## src/rtl/multdiv_unit.sv

```systemverilog
// multdiv_unit: multi-cycle signed 32-bit multiply / divide beside the ALU.
// Radix-2 shift-add multiply and restoring divide on operand magnitudes,
// one bit per clock, followed by a sign-fix cycle that registers the result.
// Optional feature macro: MULTDIV_DIV0_FAST_EN (divide-by-zero finishes at E1).
module multdiv_unit (
  input  logic        clock,
  input  logic        reset_n,
  input  logic [31:0] data_operandA,
  input  logic [31:0] data_operandB,
  input  logic        ctrl_MULT,
  input  logic        ctrl_DIV,
  output logic [31:0] data_result,
  output logic        data_exception,
  output logic        data_resultRDY,
  output logic        data_busy
);

  typedef enum logic [1:0] {
    S_IDLE = 2'd0,
    S_RUN  = 2'd1,
    S_FIX  = 2'd2
  } state_t;

  state_t      r_state;
  logic [4:0]  r_count;
  logic [63:0] r_acc;
  logic [31:0] r_mag_a;
  logic [31:0] r_mag_b;
  logic        r_neg;
  logic        r_is_div;
  logic        r_div0;
  logic        r_ovf;
  logic [31:0] r_result;
  logic        r_exc;
  logic        r_rdy;
  logic        r_busy;

  logic        w_start_mul;
  logic        w_start_div;
  logic [31:0] w_mag_a;
  logic [31:0] w_mag_b;
  logic [32:0] w_mul_sum;
  logic [63:0] w_mul_next;
  logic [63:0] w_div_shift;
  logic [32:0] w_div_trial;
  logic [63:0] w_div_next;
  logic [63:0] w_prod;
  logic        w_mul_exc;
  logic [31:0] w_quo;
  logic [31:0] w_fix_result;
  logic        w_fix_exc;

  // A start is exactly one of the two control pulses; both high is ignored.
  assign w_start_mul = ctrl_MULT & ~ctrl_DIV;
  assign w_start_div = ctrl_DIV & ~ctrl_MULT;

  // Two's-complement magnitudes; 0x80000000 maps to 2^31 read as unsigned.
  assign w_mag_a = data_operandA[31] ? (32'd0 - data_operandA) : data_operandA;
  assign w_mag_b = data_operandB[31] ? (32'd0 - data_operandB) : data_operandB;

  // One iteration step for each operation, computed from the accumulator.
  always_comb begin
    // Multiply: add multiplicand into the high half when the LSB is set, then shift right.
    w_mul_sum  = {1'b0, r_acc[63:32]} + (r_acc[0] ? {1'b0, r_mag_a} : 33'd0);
    w_mul_next = {w_mul_sum, r_acc[31:1]};
    // Divide: shift remainder:quotient left, keep the subtraction if it did not borrow.
    w_div_shift = {r_acc[62:0], 1'b0};
    w_div_trial = {1'b0, w_div_shift[63:32]} - {1'b0, r_mag_b};
    w_div_next  = w_div_shift;
    if (!w_div_trial[32]) begin
      w_div_next = {w_div_trial[31:0], w_div_shift[31:1], 1'b1};
    end
  end

  // Sign fix and exception detection applied in the FIX cycle.
  always_comb begin
    w_prod    = r_neg ? (64'd0 - r_acc) : r_acc;
    // Representable iff bits 63..31 of the signed product are all equal.
    w_mul_exc = ~((&w_prod[63:31]) | ~(|w_prod[63:31]));
    w_quo     = r_neg ? (32'd0 - r_acc[31:0]) : r_acc[31:0];
    w_fix_result = w_prod[31:0];
    w_fix_exc    = w_mul_exc;
    if (r_is_div) begin
      if (r_div0) begin
        w_fix_result = 32'd0;
        w_fix_exc    = 1'b1;
      end else if (r_ovf) begin
        w_fix_result = 32'h8000_0000;
        w_fix_exc    = 1'b1;
      end else begin
        w_fix_result = w_quo;
        w_fix_exc    = 1'b0;
      end
    end
  end

  // Control FSM: a start in any state (re)launches; RUN iterates 32 times; FIX registers.
  always_ff @(posedge clock or negedge reset_n) begin
    if (!reset_n) begin
      r_state  <= S_IDLE;
      r_count  <= 5'd0;
      r_acc    <= 64'd0;
      r_mag_a  <= 32'd0;
      r_mag_b  <= 32'd0;
      r_neg    <= 1'b0;
      r_is_div <= 1'b0;
      r_div0   <= 1'b0;
      r_ovf    <= 1'b0;
      r_result <= 32'd0;
      r_exc    <= 1'b0;
      r_rdy    <= 1'b0;
      r_busy   <= 1'b0;
    end else begin
      r_rdy <= 1'b0;
      if (w_start_mul || w_start_div) begin
        r_count  <= 5'd0;
        r_busy   <= 1'b1;
        r_mag_a  <= w_mag_a;
        r_mag_b  <= w_mag_b;
        r_neg    <= data_operandA[31] ^ data_operandB[31];
        r_is_div <= w_start_div;
        r_div0   <= (data_operandB == 32'd0);
        r_ovf    <= (data_operandA == 32'h8000_0000) && (data_operandB == 32'hFFFF_FFFF);
        // Multiply shifts the multiplier out of the low half; divide shifts the dividend in.
        r_acc    <= {32'd0, (w_start_div ? w_mag_a : w_mag_b)};
`ifdef MULTDIV_DIV0_FAST_EN
        if (w_start_div && (data_operandB == 32'd0)) begin
          r_state <= S_FIX;
        end else begin
          r_state <= S_RUN;
        end
`else
        r_state  <= S_RUN;
`endif
      end else begin
        case (r_state)
          S_RUN: begin
            r_acc   <= r_is_div ? w_div_next : w_mul_next;
            r_count <= r_count + 5'd1;
            if (r_count == 5'd31) begin
              r_state <= S_FIX;
            end
          end
          S_FIX: begin
            r_result <= w_fix_result;
            r_exc    <= w_fix_exc;
            r_rdy    <= 1'b1;
            r_busy   <= 1'b0;
            r_state  <= S_IDLE;
          end
          default: begin
            r_state <= S_IDLE;
          end
        endcase
      end
    end
  end

  assign data_result    = r_result;
  assign data_exception = r_exc;
  assign data_resultRDY = r_rdy;
  assign data_busy      = r_busy;

endmodule

```

## config.mk

```make
export PLATFORM = sky130hd
export DESIGN_NAME = multdiv_unit
export DESIGN_NICKNAME = d
export VERILOG_FILES = /design/src/rtl/multdiv_unit.sv
export SDC_FILE = /design/constraint.sdc
export NUM_CORES = 1
export LEC_CHECK = 0
export CELL_PAD_IN_SITES_DETAIL_PLACEMENT = 0
export CELL_PAD_IN_SITES_GLOBAL_PLACEMENT = 2
export CORE_ASPECT_RATIO = 1.1
export CORE_MARGIN = 8
export CORE_UTILIZATION = 33
export DETAILED_ROUTE_END_ITERATION = 7
export GPL_ROUTABILITY_DRIVEN = 1
export PLACE_DENSITY = 0.75
export SLEW_MARGIN = 10
export SYNTH_ARGS = -nofsm -noshare
export SYNTH_HDL_FRONTEND = slang
export SYNTH_SLANG_ARGS = --single-unit
```

## constraint.sdc

```tcl
create_clock -name clock -period 3.5 [get_ports clock]
set_clock_uncertainty 0.1 [all_clocks]
set_input_delay 0.525 -clock clock [delete_from_list [all_inputs] [get_ports clock]]
set_output_delay 0.525 -clock clock [all_outputs]
set_load 0.01 [all_outputs]
```

==> impl_metrics.yaml <==
power_and_ir_drop:
  clock_power_share_pct: 14.3
  ir_drop_v: 0.000378
  switching_share_pct: 45.4
  powerDensity_nw_per_um2: 681
  p_int_w: 0.00739
  p_leak_nw: 8.76
  seq_power_share_pct: 20.4
  net-switching-power_w: 0.00614
  combPwrFrac_pct: 65.2
die:
  ioPinCount: 103
  dieArea_um2: 51800
  die_h_um: 238
  core_area_um2: 44400
  fp.dieW_um: 218
  start_util_pct: 33.3
  rows: 81
global_routing:
  grt_max_degree: 87
  grt.total_usage_pct: 23.4
  grt_pass1_vias: 14990
  grt_pass1_wl_um: 92900
  grt_antenna_before_repair: 0
  grt-ovfl-total: 0
place:
  hpwl_um: 48400
  routabilityCongestion: 0.919
  portBuffers: 102
  pre_cts_ws_ns: -0.543
timing:
  finalMaxSlewViolations: 0
  rsz0062_at_grt: "yes"
  relSlewSlack_pct: 38.8
  fin_ws_ns: -0.154
  setup_viol: 14
  setup-tns-final_ns: -0.343
  holdWs_ns: -0.0301
  worst_slew_pin_slew_ns: 0.908
  clock.fmax_mhz: 274
  fin_crit_sh_pct: 104
  period_needed_ns: 3.65
  hold_violations: 9
synthesis:
  yosysWarnings: 0
  synth_edf_count: 0
  synthTopCellsByCount: "o21ai_0 (195), nand2_1 (178), dfrtp_1 (174), nor2_1 (153), a21oi_1 (148)"
  synth.top_cell.area_share_pct: 29.4
  yosysSeqAreaShare_pct: 29.4
  synth.area.top_cells: "dfrtp_1 (29%), o21ai_0 (6.6%), ha_1 (6.0%), a21oi_1 (5.0%), xor2_1 (4.8%)"
  syn_avg_cell_area_um2: 8.16
  ys_seq_elements: 174
  async_flop_share_pct: 100
  synth.largest_area_cell: "dfrtp_1"
  synth_area_um2: 14800
  yosysUniqueCellTypes: 88
  ys.flop_type: "dfrtp_1"
  synthCells: 1812
  synth_nets: 1953
  yosysMostFrequentCell: "o21ai_0"
detailed_routing:
  wirelength_um: 62100
  drc: 0
  dr.max_layer_used: "met4"
  ant_nets: 0
  vias: 15004
  avgViaCountPerCell: 5.45
  drtIter0Drc: 1132
  wl_met1_um: 26500
  met3_length_um: 3380
  drt_pass1_iterations: 5
  wl_met2_um: 29400
  wl_per_cell_um: 22.6
run_status:
  violations: "negative hold slack, negative setup slack"
  status: "finished with violations"
setup_path:
  start_kind: "flop"
  cp_slowest_stage_delay_ns: 0.55
  crit_type: "flop to flop"
  crit_chain: "or4_4 -> or4_4 -> or4_4 -> buf_6 -> o41ai_4 -> xor2_1 -> nand4_1 -> nor4_2 -> nand4_1 -> o21ai_1 -> nor2_1"
  crit_required_ns: 3.77
  cpMostUsedCell: "or4_4"
  path_max_fanout: 2
  cp-end-kind: "flop"
  worstPathArrival_ns: 3.93
  slowest_stage: "or4_4"
clock_tree:
  postCtsHoldBufs: 0
  clockBufferDepth: 2
  cts-root-buf: "clkbuf_16"
  insertion_delay_ns: 0.48
  clkSinkCount: 174
  cts_buffers: 17
  htree_levels: 4
  cts.clk_slew.worst_paths_ns: 0.09
  cts_tree: "done"
run:
  drv_cap: 0
finish:
  final_nets: 2296
  drive_above_1_share_pct: 24.7
  area_growth_syn_to_layout_pct: 34.3
hold_path:
  holdCritPathClass: "primary input to async pin"
-- per-stage QoR --
| step | area [um2] | cells | utilization (%) | power [W] |
|---|---|---|---|---|
| finish | 19900 | 2751 | 44.7 | 0.0135 |
| global route | 19900 | 2749 | 44.7 | 0.0144 |
| CTS | 19400 | 2735 | 43.7 | 0.0131 |
| detailed placement | 18400 | 2687 | 41.4 | 0.0105 |
| global placement | 18400 | 2687 | 41.4 | 0.0105 |
| floorplan | 14800 | 1812 | - | 0.00738 |
-- power by group through the flow --
stage | Sequential [W] | Combinational (W) | Clock (W)
floorplan | 0.00276 | 0.00462 | 0
global placement | 0.00279 | 0.00772 | 0
detailed placement | 0.00279 | 0.00776 | 0
CTS | 0.00275 | 0.00834 | 0.00199
global route | 0.00281 | 0.00953 | 0.00205
finish | 0.00277 | 0.00882 | 0.00194
-- sequential cells by signal (all words and copies together) (netlist names) --
| signal | flops |
|---|---|
| data_busy | 1 |
| data_exception | 1 |
| data_result | 32 |
| data_resultRDY | 1 |
| r_acc | 64 |
| r_count | 5 |
| r_div0 | 1 |
| r_is_div | 1 |
| r_mag_a | 32 |
| r_mag_b | 32 |
| r_neg | 1 |
| r_ovf | 1 |
| r_state | 2 |
-- worst max-delay path: cells and delay by family, from the launching register on --
family                    cells  cell delay, ns
buffers and inverters         1            0.16
AOI/OAI and AO/OA             2            0.44
xor gates and xnor gates      1            0.25
DFF                           1            0.39
and+or+nand+nor               7            2.23
-- routing by layer --
metal	global-route usage (%)	vias to the layer above
li1	-	7222
met1	29.5	7307
met2	38.6	380
met3	4.47	95
met4	10.2	0
met5	0	-
-- path summary, 6_finish.rpt --
check | cells after the start | end | from | slack [ns]
min reg2reg | 2 | data_result[22]$_DFFE_PN0P_ | data_result[22]$_DFFE_PN0P_ | 0.38
max reg2reg | 11 | data_exception$_DFFE_PN0P_ | r_acc[47]$_DFFE_PN0P_ | -0.15
min in group clock | 2 | data_result[22]$_DFFE_PN0P_ | data_result[22]$_DFFE_PN0P_ | 0.38
max | 11 | data_exception$_DFFE_PN0P_ | r_acc[47]$_DFFE_PN0P_ | -0.15
max in group asynchronous | 2 | r_neg$_DFFE_PN0N_ | reset_n | 2.48
min | 1 | r_mag_a[11]$_DFFE_PN0N_ | reset_n | -0.03
-- cell usage in the layout (no fill, tap or decap), types with 10 or more instances in the layout --
cell	n
buf_4	306
o21ai_0	178
nand2_1	177
dfrtp_1	170
nor2_1	151
a21oi_1	125
clkdlybuf4s50_1	93
xor2_1	81
xnor2_1	77
ha_1	64
inv_1	56
mux2i_1	49
o31ai_1	39
o211ai_1	38
and2_1	32
nand3_1	32
nand4_1	27
or3_1	25
a21o_1	23
mux2_2	20
a21oi_2	20
nand2b_1	18
nor3_1	18
clkbuf_16	18
o21ai_1	14
or2_2	14
or4_4	13
buf_6	13
or4_1	12
o21a_1	12
mux2_4	12
o41ai_1	11
a31oi_1	11
a211oi_1	10
-- logic make-up after synthesis --
family,Yosys count,share of synthesized area (%)
flops,174,29.4
simple gates,598,20.6
mux,81,5.75
compound gates,562,23.4
buf+inv,165,5.10
fa+ha+maj,73,6.28
xor+xnor,159,9.42
-- area by class of cell --
class,instances,area [um2]
diodes,2,5.00
clock buffers,19,443
clock inverters,13,120
fillers,4458,24500
inverters,58,218
multi-input cells,1473,10300
flip-flops and latches,174,4360
well taps,581,727
repair buffers,431,3690
-- what timing repair did --
item / CTS / global route
gates resized for setup: 72 / 81
setup buffers: 16 / 14
pin swaps: 53 / 57
cloned: 0 / 2
endpoints found under the setup margin: 35 / 55
(Power assumes the default switching activity.)
